===== config.mk =====
export PLATFORM = sky130hd
export DESIGN_NAME = muldiv_hilo_ctrl
export DESIGN_NICKNAME = d
export VERILOG_FILES = /design/src/rtl/muldiv_hilo_ctrl.sv
export SDC_FILE = /design/constraint.sdc
export NUM_CORES = 1
export LEC_CHECK = 0
export ABC_AREA = 1
export ABC_CLOCK_PERIOD_IN_PS = 2400
export BUFFER_PORTS_ARGS = -buffer_cell sky130_fd_sc_hd__buf_2
export CAP_MARGIN = 5
export CELL_PAD_IN_SITES_DETAIL_PLACEMENT = 1
export CELL_PAD_IN_SITES_GLOBAL_PLACEMENT = 1
export CORE_AREA = 2 2 169 171
export CTS_BUF_LIST = sky130_fd_sc_hd__clkbuf_16
export CTS_CLUSTER_DIAMETER = 40
export CTS_CLUSTER_SIZE = 30
export DETAILED_ROUTE_END_ITERATION = 8
export DIE_AREA = 0 0 171 173
export GPL_TIMING_DRIVEN = 0
export PLACE_DENSITY = 0.77
export SLEW_MARGIN = 20
export SYNTH_ARGS = -nofsm -noshare
export SYNTH_HDL_FRONTEND = slang
export SYNTH_SLANG_ARGS = --single-unit

===== constraint.sdc =====
create_clock -name clock -period 2.4 [get_ports clock]
set_input_delay 0.72 -clock clock [delete_from_list [all_inputs] [get_ports clock]]
set_output_delay 0.72 -clock clock [all_outputs]
set_load 0.02 [all_outputs]

===== src/rtl/muldiv_hilo_ctrl.sv =====
// muldiv_hilo_ctrl: drives the shared unsigned iterative divider for MIPS DIV/DIVU.
// It converts signs before and after the core and owns the HI/LO registers, including MTHI/MTLO.
// It stalls the pipeline when HI/LO work collides with a divide in flight.
// A flush abandons the divide without touching HI/LO.
module muldiv_hilo_ctrl #(
  parameter int               WIDTH      = 32,
  parameter logic [WIDTH-1:0] DIVZERO_LO = 32'hFFFFFFFF
) (
  input  logic             clock,
  input  logic             reset,
  input  logic             op_valid,
  input  logic [2:0]       op,
  input  logic [WIDTH-1:0] rs_data,
  input  logic [WIDTH-1:0] rt_data,
  input  logic             mf_req,
  input  logic             flush,
  output logic [WIDTH-1:0] hi,
  output logic [WIDTH-1:0] lo,
  output logic             stall,
  output logic [WIDTH-1:0] div_dividend,
  output logic [WIDTH-1:0] div_divisor,
  output logic             div_start,
  input  logic             div_busy,
  input  logic [WIDTH-1:0] div_q,
  input  logic [WIDTH-1:0] div_r
);

  localparam logic [2:0] OP_DIV  = 3'b001;
  localparam logic [2:0] OP_DIVU = 3'b010;
  localparam logic [2:0] OP_MTHI = 3'b011;
  localparam logic [2:0] OP_MTLO = 3'b100;

  typedef enum logic [2:0] {
    ST_IDLE   = 3'd0,
    ST_LAUNCH = 3'd1,
    ST_RUN    = 3'd2,
    ST_FIX    = 3'd3,
    ST_DRAIN  = 3'd4
  } state_t;

  state_t           state_r, state_s;
  logic [WIDTH-1:0] hi_r, hi_s, lo_r, lo_s;
  logic [WIDTH-1:0] dividend_r, dividend_s, divisor_r, divisor_s;
  logic             start_r, start_s;
  logic             q_neg_r, q_neg_s, r_neg_r, r_neg_s;
  logic             hilo_op_s, stall_s;

  // Two's complement negate with wrap (so -0x80000000 stays 0x80000000).
  function automatic logic [WIDTH-1:0] twos_neg(input logic [WIDTH-1:0] x);
    return {WIDTH{1'b0}} - x;
  endfunction

  // Magnitude of a signed operand as an unsigned value.
  function automatic logic [WIDTH-1:0] abs_val(input logic [WIDTH-1:0] x);
    if (x[WIDTH-1]) begin
      return twos_neg(x);
    end else begin
      return x;
    end
  endfunction

  // Next-state and next-register computation for the divide sequencer and HI/LO.
  always_comb begin
    state_s    = state_r;
    hi_s       = hi_r;
    lo_s       = lo_r;
    dividend_s = dividend_r;
    divisor_s  = divisor_r;
    start_s    = 1'b0;
    q_neg_s    = q_neg_r;
    r_neg_s    = r_neg_r;
    case (state_r)
      ST_IDLE: begin
        if (op_valid && !flush) begin
          case (op)
            OP_DIV, OP_DIVU: begin
              if (rt_data == {WIDTH{1'b0}}) begin
                hi_s = rs_data;
                lo_s = DIVZERO_LO;
              end else begin
                if (op == OP_DIV) begin
                  dividend_s = abs_val(rs_data);
                  divisor_s  = abs_val(rt_data);
                  q_neg_s    = rs_data[WIDTH-1] ^ rt_data[WIDTH-1];
                  r_neg_s    = rs_data[WIDTH-1];
                end else begin
                  dividend_s = rs_data;
                  divisor_s  = rt_data;
                  q_neg_s    = 1'b0;
                  r_neg_s    = 1'b0;
                end
                start_s = 1'b1;
                state_s = ST_LAUNCH;
              end
            end
            OP_MTHI: hi_s = rs_data;
            OP_MTLO: lo_s = rs_data;
            default: state_s = ST_IDLE;
          endcase
        end else begin
          state_s = ST_IDLE;
        end
      end
      ST_LAUNCH: begin
        if (flush) begin
          state_s = ST_DRAIN;
        end else begin
          state_s = ST_RUN;
        end
      end
      ST_RUN: begin
        if (flush) begin
          state_s = ST_DRAIN;
        end else if (!div_busy) begin
          state_s = ST_FIX;
        end else begin
          state_s = ST_RUN;
        end
      end
      ST_FIX: begin
        if (!flush) begin
          lo_s = q_neg_r ? twos_neg(div_q) : div_q;
          hi_s = r_neg_r ? twos_neg(div_r) : div_r;
        end else begin
          lo_s = lo_r;
          hi_s = hi_r;
        end
        state_s = ST_IDLE;
      end
      ST_DRAIN: begin
        if (!div_busy) begin
          state_s = ST_IDLE;
        end else begin
          state_s = ST_DRAIN;
        end
      end
      default: state_s = ST_IDLE;
    endcase
  end

  // Hold the pipeline when a HI/LO op or an MF read would race the divide in flight.
  always_comb begin
    stall_s   = 1'b0;
    hilo_op_s = (op >= OP_DIV) && (op <= OP_MTLO);
    if (op_valid && hilo_op_s && (state_r != ST_IDLE)) begin
      stall_s = 1'b1;
    end else if (mf_req && ((state_r == ST_LAUNCH) || (state_r == ST_RUN) || (state_r == ST_FIX))) begin
      stall_s = 1'b1;
    end else begin
      stall_s = 1'b0;
    end
  end

  // Sequencer state register.
  always_ff @(posedge clock) begin
    if (reset) begin
      state_r <= ST_IDLE;
    end else begin
      state_r <= state_s;
    end
  end

  // HI/LO, divider operand, start and sign-flag registers.
  always_ff @(posedge clock) begin
    if (reset) begin
      hi_r       <= {WIDTH{1'b0}};
      lo_r       <= {WIDTH{1'b0}};
      dividend_r <= {WIDTH{1'b0}};
      divisor_r  <= {WIDTH{1'b0}};
      start_r    <= 1'b0;
      q_neg_r    <= 1'b0;
      r_neg_r    <= 1'b0;
    end else begin
      hi_r       <= hi_s;
      lo_r       <= lo_s;
      dividend_r <= dividend_s;
      divisor_r  <= divisor_s;
      start_r    <= start_s;
      q_neg_r    <= q_neg_s;
      r_neg_r    <= r_neg_s;
    end
  end

  assign hi           = hi_r;
  assign lo           = lo_r;
  assign div_dividend = dividend_r;
  assign div_divisor  = divisor_r;
  assign div_start    = start_r;
  assign stall        = stall_s;

endmodule

==> results.md, run 1 <==
Outcome:
- The run finished with clean final reports.

Final layout:
- In the final design database the tool counted 2119 nets.
- The number of antenna diodes in the final layout is 0.
- The top cell types in the final layout, fill and taps aside, are sky130_fd_sc_hd__nand2_1, sky130_fd_sc_hd__buf_2, sky130_fd_sc_hd__nor2_1, sky130_fd_sc_hd__inv_1, sky130_fd_sc_hd__nand3_1.
- The non-filler instance count after layout is 2368.
- The post-synthesis to final-layout area growth is 25.62%.
- The commonest non-fill, non-tap cell in the layout is sky130_fd_sc_hd__nand2_1.
- In the final layout, the share of cells above drive strength 1 is 0.1940.

Worst setup path:
- The data required time at the worst endpoint is 2.73 ns.
- The critical path arrival is 2.67 ns.
- The type of element capturing the critical path is a register.
- The startpoint identified for the worst register-to-register timing path is state_r[1].
- The critical path starts at rt_data[0].
- The critical path class is input pin to register.
- STA classifies the critical path startpoint as an input pin.
- The worst-path maximum fanout is 10.

Pwr:
- In this run the power density over the cells is 518.1 nW/um^2.
- For this design the static power due to leakage is 5.962 nW.
- The highest ir drop seen on vdd is 0.4710 mV.

Hold path:
- The worst hold path belongs to the class register to register.
- The hold path startpoint is div_divisor[7].

Logic synthesis:
- The most frequently used flop master after synthesis is sky130_fd_sc_hd__dfxtp_1.
- The share of the Yosys chip area taken by registers is 0.2787.
- The synthesized area divided by synthesized cell count is 5.702 sq um.
- The synthesized design contains 0 enable-type register cells.
- Counting flops with an async set or reset pin after synthesis yields a share of 0.
- Yosys printed 0 warnings.
- Synthesis inferred 134 register bits.
- The synthesized instance count is 1688.
- Synthesis produced a netlist with a net count of 1829.
- The count of unique library cells instantiated by Yosys is 39.
- Summing every instance area after synthesis gives 9625 sq um.

STA:
- In this run the tightest slew margin relative to its limit is 0.4215.
- The count of pins over their slew limit is 0.
- Counting I/O delays and the setup requirement, the final critical path takes 2.336 ns.
- The minimum hold slack is 0.4634 ns.
- The worst clock skew on the final layout is 0.009454 ns.
- Setup repair after global routing could not meet its margin everywhere.
- Based on the critical path, the design can be clocked at up to 428.0 MHz.
- Setup violations remaining at the end of the flow were counted as 0.
- The final count of hold timing violations is 0.
- The part of the cycle the worst path needs is 0.9735.
- The slew at the pin with the worst max-slew slack is 0.8603 ns.

Global route:
- The residual overflow from global routing is 0.
- The overall track demand over capacity in global routing is 0.3153.
- The via count of the first global-routing pass is 12.40k.
- Entering global routing, the biggest net connects 20 pins.
- The first global-routing pass estimated 71050 um of wire.
- The initial antenna violation count is 1.

Routing:
- In this run, the number of DRC markers left after iteration 0 of detailed routing was 779.
- The remaining number of nets flagged by the antenna check after routing is 0.
- The number of vias per cell is 5.152.
- The detailed-route via count is 12.20k.
- The total routed wirelength is 46910 um.
- The number of search-and-repair iterations in the first detailed-routing pass is 5.
- For this run, design rule violations remaining after detail routing come to 0.
- In the final routed layout, each cell accounts on average for 19.81 um.

Placement:
- The number of I/O port buffers is 265.
- The HPWL after detailed placement is 38000 um.
- The placer congestion estimate is 0.9728.
- The placed cell count is 2331.

Floorplan:
- The chip height is 173 um.
- The floorplan step defined a die boundary enclosing 29580 sq um.
- The floorplan has 61 rows.
- The horizontal die dimension is 171 um.
- The number of placed I/O pins is 267.
- In this run the standard cell core region covers 27630 sq um.
- The effective utilization at floorplan is 0.3484.

Clock network:
- The number of hold buffers added after CTS was 0.
- The clock passes through at most 2 buffers.
- At the later pin of the worst-skew pair, clock insertion delay measures 0.44 ns.
- The H-tree was split into 4 levels.
- TritonCTS built the clock tree.
- The number of clock buffers inserted by TritonCTS is 17.
- CTS placed an instance of sky130_fd_sc_hd__clkbuf_16 at the clock tree root.
- The tree built by TritonCTS fans out to 134 sinks.
- The clock-pin transition on the worst setup and hold timing paths is 0.06 ns.

Job:
- Max-cap violations in this run came to 0.
[worst max-delay path, cell delays in order]
cell and delay, ns:
sky130_fd_sc_hd__buf_2 0.11, sky130_fd_sc_hd__inv_1 0.12, sky130_fd_sc_hd__ha_2 0.22, sky130_fd_sc_hd__nand2_1 0.09, sky130_fd_sc_hd__nor2_4 0.14, sky130_fd_sc_hd__nand2_2 0.09
sky130_fd_sc_hd__nor2_2 0.15, sky130_fd_sc_hd__nand2_2 0.13, sky130_fd_sc_hd__nand3_4 0.18, sky130_fd_sc_hd__nand3_4 0.10, sky130_fd_sc_hd__buf_6 0.18, sky130_fd_sc_hd__buf_4 0.20
sky130_fd_sc_hd__nor2_2 0.17, sky130_fd_sc_hd__nor2_1 0.05
[Yosys cell counts (3+ instances only)]
cell type	number	area, sq um
sky130_fd_sc_hd__nor3_1	23	115.1
sky130_fd_sc_hd__o21ai_0	107	535.5
sky130_fd_sc_hd__nand3b_1	10	75.07
sky130_fd_sc_hd__nand4_1	33	206.5
sky130_fd_sc_hd__xnor2_1	3	26.28
sky130_fd_sc_hd__nor2_2	9	56.30
sky130_fd_sc_hd__buf_2	27	135.1
sky130_fd_sc_hd__nand3_1	168	840.8
sky130_fd_sc_hd__o21ai_1	3	15.01
sky130_fd_sc_hd__ha_1	4	50.05
sky130_fd_sc_hd__inv_1	186	698.2
sky130_fd_sc_hd__a21oi_1	118	590.6
sky130_fd_sc_hd__nor2_4	4	45.04
sky130_fd_sc_hd__a31oi_1	3	18.77
sky130_fd_sc_hd__dfxtp_1	134	2683
sky130_fd_sc_hd__inv_2	8	30.03
sky130_fd_sc_hd__clkbuf_1	26	97.59
sky130_fd_sc_hd__buf_6	5	56.30
sky130_fd_sc_hd__o211ai_1	4	30.03
sky130_fd_sc_hd__buf_4	7	52.55
sky130_fd_sc_hd__o22ai_1	3	18.77
sky130_fd_sc_hd__nor2_1	224	840.8
sky130_fd_sc_hd__buf_1	5	18.77
sky130_fd_sc_hd__xor2_1	27	236.5
sky130_fd_sc_hd__nand2_1	526	1974
[logic make-up after synthesis]
logic type                 share of synthesized area
AOI/OAI and AO/OA                             0.1318
xor gates and xnor gates                     0.02730
adders and majority gates                   0.005200
buffers and inverters                         0.1135
DFF                                           0.2787
and+or+nand+nor                               0.4435
[flip-flops by register name, summed over array words and instances, names as in the netlist]
signal and cells:
r_neg_r 1, q_neg_r 1, state_r 3, div_divisor 32, lo 32, div_start 1
hi 32, div_dividend 32
[metal layers]
layer,global-route usage,routed length [um]
met4,0.1070,1423
met3,0.07347,2845
met5,0,11
met2,0.5657,23300
met1,0.3639,19330
[cell type report]
class | instances | area [sq um]
Sequential cell | 134 | 2683
Timing Repair Buffer | 272 | 1379
Clock buffer | 17 | 425.4
Buffer | 69 | 375.4
Tap cell | 378 | 473.0
Fill cell | 3973 | 15540
Multi-Input combinational cell | 1289 | 5909
Clock inverter | 14 | 115.1
Inverter | 195 | 732.0
[power breakdown]
group | leakage (nW) | total (mW) | internal (mW) | switching, mW
registers | 1.09 | 2.39 | 2.33 | 0.0588
logic | 4.61 | 1.35 | 0.421 | 0.925
clock network | 0.263 | 2.53 | 1.41 | 1.13
total | 5.96 | 6.27 | 4.16 | 2.11
[final timing paths]
check | depth (start not counted) | slack, ns | end
setup / recovery | 14 | 0.06 | hi[9]
hold / removal | 2 | 0.46 | div_divisor[7]
setup reg to reg | 7 | 0.18 | hi[10]
hold reg to reg | 2 | 0.46 | div_divisor[7]
[stage by stage]
step | area, sq um | worst slack [ns] | TNS (ns) | total power, mW | util
floorplan | 9625 | 0.2308 | 0 | 3.162 | -
global placement | 11420 | -0.6616 | -51.05 | 3.718 | 0.4135
detailed placement | 11420 | -0.6906 | -53.63 | 3.737 | 0.4135
CTS | 12030 | 0.002545 | 0 | 6.284 | 0.4354
global route | 12090 | -0.008765 | -0.01614 | 6.526 | 0.4376
finish | 12090 | 0.06367 | 0 | 6.265 | 0.4376
[timing repair]
item,in CTS,in global routing
hold endpoints to repair,0,0
pin swaps,1,2
cloned,0,0
buffers inserted,4,3
resized for setup,11,11
setup endpoints to repair,47,82
No activity file was read; power rests on OpenSTA's default activity.
==> run 2: changes to the inputs <==
Settings changed: CORE_AREA 2 2 169 171 to 2 2 167 169, DIE_AREA 0 0 171 173 to 0 0 169 171, PLACE_DENSITY 0.77 to 0.79.
==> run 2 against run 1 <==
Compared with the run above:
- combinational power about the same
- cell count decreased by 1.3%
- count of clock-buffer cells in the layout unchanged
- wire length decreased by 1.3%
- critical path type unchanged
- critical endpoint is now div_dividend[28]
- largest cell class unchanged
==> results.md, run 2 (synthesis results as in run 1) <==
Floorplan:
- The number of placed I/O pins is 267 (unchanged).
- The horizontal die dimension was 169 um (-1.2%).
- The row count is 61 (unchanged).
- The area inside the core boundary is 27320 sq um (-1.1%).
- The effective utilization at floorplan is 0.3523 (+0.003893).
- The chip height is 171 um (-1.2%).
- The area enclosed by the die boundary is 28900 sq um (-2.3%).

STA:
- Setup repair after global routing could not meet its margin everywhere.
- The worst clock skew on the final layout is 0.01154 ns (+0.002090 ns).
- The slew at the pin with the worst max-slew slack was 0.8628 ns (+0.002442 ns).
- The count of pins over their slew limit is 0 (unchanged).
- The clock period minus final worst setup slack is 2.380 ns (+0.04343 ns).
- The achievable clock frequency is 420.2 MHz (-1.8%).
- The relative slew slack came to 0.4199 (-0.001642).
- The part of the cycle the worst path needs was 0.9916 (+0.01809).
- The final count of hold timing violations is 0 (unchanged).
- The final worst setup slack is 0.02025 ns (-0.04343 ns).
- The total setup violations reported at the end of the flow came to 0 (unchanged).

Pwr:
- The total power after layout came to 6.433 mW (+2.7%).
- The cell leakage power is 5.989 nW (+0.45%).
- The total power per unit cell area came to 532.5 nW/um^2 (+2.8%).
- The highest ir drop seen on vdd came to 0.2834 mV (-40%).

Clock network:
- The clock-pin transition on the worst setup and hold timing paths is 0.06 ns (about the same).
- The buffer cell driving the clock tree root is sky130_fd_sc_hd__clkbuf_16.
- The TritonCTS clock tree is yes.
- The number of clock buffers inserted by TritonCTS was 17 (unchanged).
- The maximum number of buffers from clock root to sink is 2 (unchanged).
- The CTS sink count was 134 (unchanged).
- The deepest level of the CTS H-tree is 4 (unchanged).
- The worst-skew pair later-pin latency was 0.44 ns (about the same).

Routing:
- The post-detailed-route DRC marker count is 0 (unchanged).
- The total routed wirelength is 46280 um (-1.3%).
- The detailed-route via count is 12.38k (+1.4%).
- The number of DRC markers in iteration 0 came to 797 (+2.3%).
- The number of vias per cell came to 5.295 (+2.8%).
- The number of search-and-repair iterations in the first detailed-routing pass is 5 (unchanged).
- The remaining number of nets flagged by the antenna check after routing is 0 (unchanged).
- The wire length per cell after detailed routing is 19.80 um (about the same).

Worst setup path:
- The data required time at the worst endpoint is 2.74 ns (about the same).
- The worst setup path is captured at a register.
- The cell type of the slowest stage on the worst timing path is sky130_fd_sc_hd__o21ai_4.
- The worst-path maximum fanout is 4 (-6).
- The critical path goes through buf_2 -> inv_1 -> ha_1 -> nand3_1 -> nor2_1 -> nand3_1 -> o21ai_4 -> nand3_1 -> nand2_1 -> nand3_1 -> nand2_1 -> inv_1.
- The count of cells along the worst register-to-register path came to 8 (+1).
- The category of the worst setup path launch point is an input pin.
- The critical path arrival was 2.72 ns (+0.05 ns).
- Among the stages of the critical path, the cell type that occurs most often is sky130_fd_sc_hd__nand3_1.
- The setup slack of the most critical reg-to-reg path was 0.19 ns (about the same).
- The delay of the slowest cell on the worst path is 0.29 ns (+0.07 ns).
- In this run the critical register-to-register path is captured at lo[0].
- The critical path class is input pin to register.
- The worst register-to-register path begins at state_r[1].
- In this run the worst setup path begins at rs_data[0].

Final layout:
- The count of nets after finishing is 2118 (-0.047%).
- The commonest non-fill, non-tap cell in the layout is sky130_fd_sc_hd__nand2_1.
- The share of layout cells above drive strength 1 was 0.1905 (-0.003422).
- In the layout the commonest cells are sky130_fd_sc_hd__nand2_1, sky130_fd_sc_hd__buf_2, sky130_fd_sc_hd__nor2_1, sky130_fd_sc_hd__inv_1, sky130_fd_sc_hd__nand3_1.
- The post-synthesis to final-layout area growth is 25.50% (about the same).

Job:
- The number of max-cap violations was 0 (unchanged).

Global route:
- The first-pass GRT wire length is 69910 um (-1.6%).
- The overall track demand over capacity in global routing is 0.3173 (+0.002007).
- The residual overflow from global routing came to 0 (unchanged).
- The largest net degree at the start of global routing came to 17 (-15%).
- The via count of the first global-routing pass is 12.41k (+0.097%).
- The initial antenna violation count is 1 (unchanged).

Outcome:
- The run finished with clean final reports.

Placement:
- The worst setup slack before clock tree synthesis came to -0.5862 ns (+0.1044 ns).
- The HPWL after detailed placement is 36960 um (-2.7%).
- The number of I/O port buffers is 265 (unchanged).
- The placer congestion estimate was 0.9457 (-2.8%).

Hold path:
- For hold timing, the worst endpoint is div_divisor[6].
- The count of cells along the worst hold path is 2 (unchanged).
- The hold path startpoint is div_divisor[6].
- The path class of the tightest hold or removal check is register to register.
-- run 2: cell types whose count changed in the layout (fill, tap and decap cells not counted), moves of 2 or more --
| cell | before | now |
|---|---|---|
| sky130_fd_sc_hd__clkinvlp_4 | 3 | 0 |
| sky130_fd_sc_hd__clkinv_4 | 4 | 2 |
| sky130_fd_sc_hd__inv_1 | 187 | 189 |
| sky130_fd_sc_hd__diode_2 | 0 | 2 |
| sky130_fd_sc_hd__clkinv_1 | 2 | 4 |
| sky130_fd_sc_hd__nor2_2 | 13 | 10 |
| sky130_fd_sc_hd__nor2_1 | 218 | 221 |
| sky130_fd_sc_hd__bufinv_16 | 1 | 3 |
| sky130_fd_sc_hd__buf_4 | 15 | 13 |
-- run 2: worst max-delay path by stage --
stage                       endpoint  slack, ns  cells after the start
floorplan                     hi[11]       0.23                     13
global placement               lo[0]      -0.54                     13
detailed placement             lo[0]      -0.59                     13
CTS                            stall      -0.05                      6
global route        div_dividend[28]      -0.06                     12
finish              div_dividend[28]       0.02                     12
-- run 2: layout make-up --
cell class | instances | area (sq um)
Clock inverter | 14 | 145.1
Buffer | 69 | 374.1
Inverter | 195 | 734.5
Fill cell | 3911 | 15240
Multi-Input combinational cell | 1289 | 5909
Sequential cell | 134 | 2683
Clock buffer | 17 | 425.4
Tap cell | 346 | 432.9
Timing Repair Buffer | 271 | 1371
Antenna cell | 2 | 5.005
-- run 2: routing by layer --
metal	wire, um	global-route usage	part of all wire	up-vias
met1	19300	0.3810	0.42	5930
met5	0	0	0	-
met2	22970	0.5716	0.50	385
met4	1502	0.1223	0.032	0
met3	2505	0.04673	0.054	88
li1	-	-	-	5972
-- run 2: timing repair --
item	4_1_cts	5_1_grt
endpoints found under the setup margin	10	56
buffers inserted	0	6
pin swaps	0	4
hold buffers	0	0
gates resized for setup	9	13
-- run 2: worst max-delay path: cells and delay by family --
kind / cells / cell delay, ns
and+or+nand+nor: 7 / 1.12
buffers and inverters: 3 / 0.35
AOI/OAI and AO/OA: 1 / 0.29
adders and majority gates: 1 / 0.22
-- run 2: power by group --
group	total [mW]	internal [mW]	switching (mW)
Sequential	2.39	2.33	0.0628
Combinational	1.33	0.417	0.911
Clock	2.71	1.60	1.11
Total	6.43	4.35	2.09
-- run 2: through the flow --
| stage | std cells | cell area (sq um) | hold WS (ns) | util | TNS (ns) |
|---|---|---|---|---|---|
| after global routing | 2336 | 12080 | 0.4805 | 0.4420 | -0.1035 |
| after floorplan | 1688 | 9625 | 0.5368 | - | 0 |
| after global placement | 2299 | 11380 | 0.4487 | 0.4167 | -43.20 |
| after CTS | 2330 | 11990 | 0.4642 | 0.4389 | -0.04549 |
| final | 2337 | 12080 | 0.4584 | 0.4421 | 0 |
| after detailed placement | 2299 | 11380 | 0.4538 | 0.4167 | -47.85 |
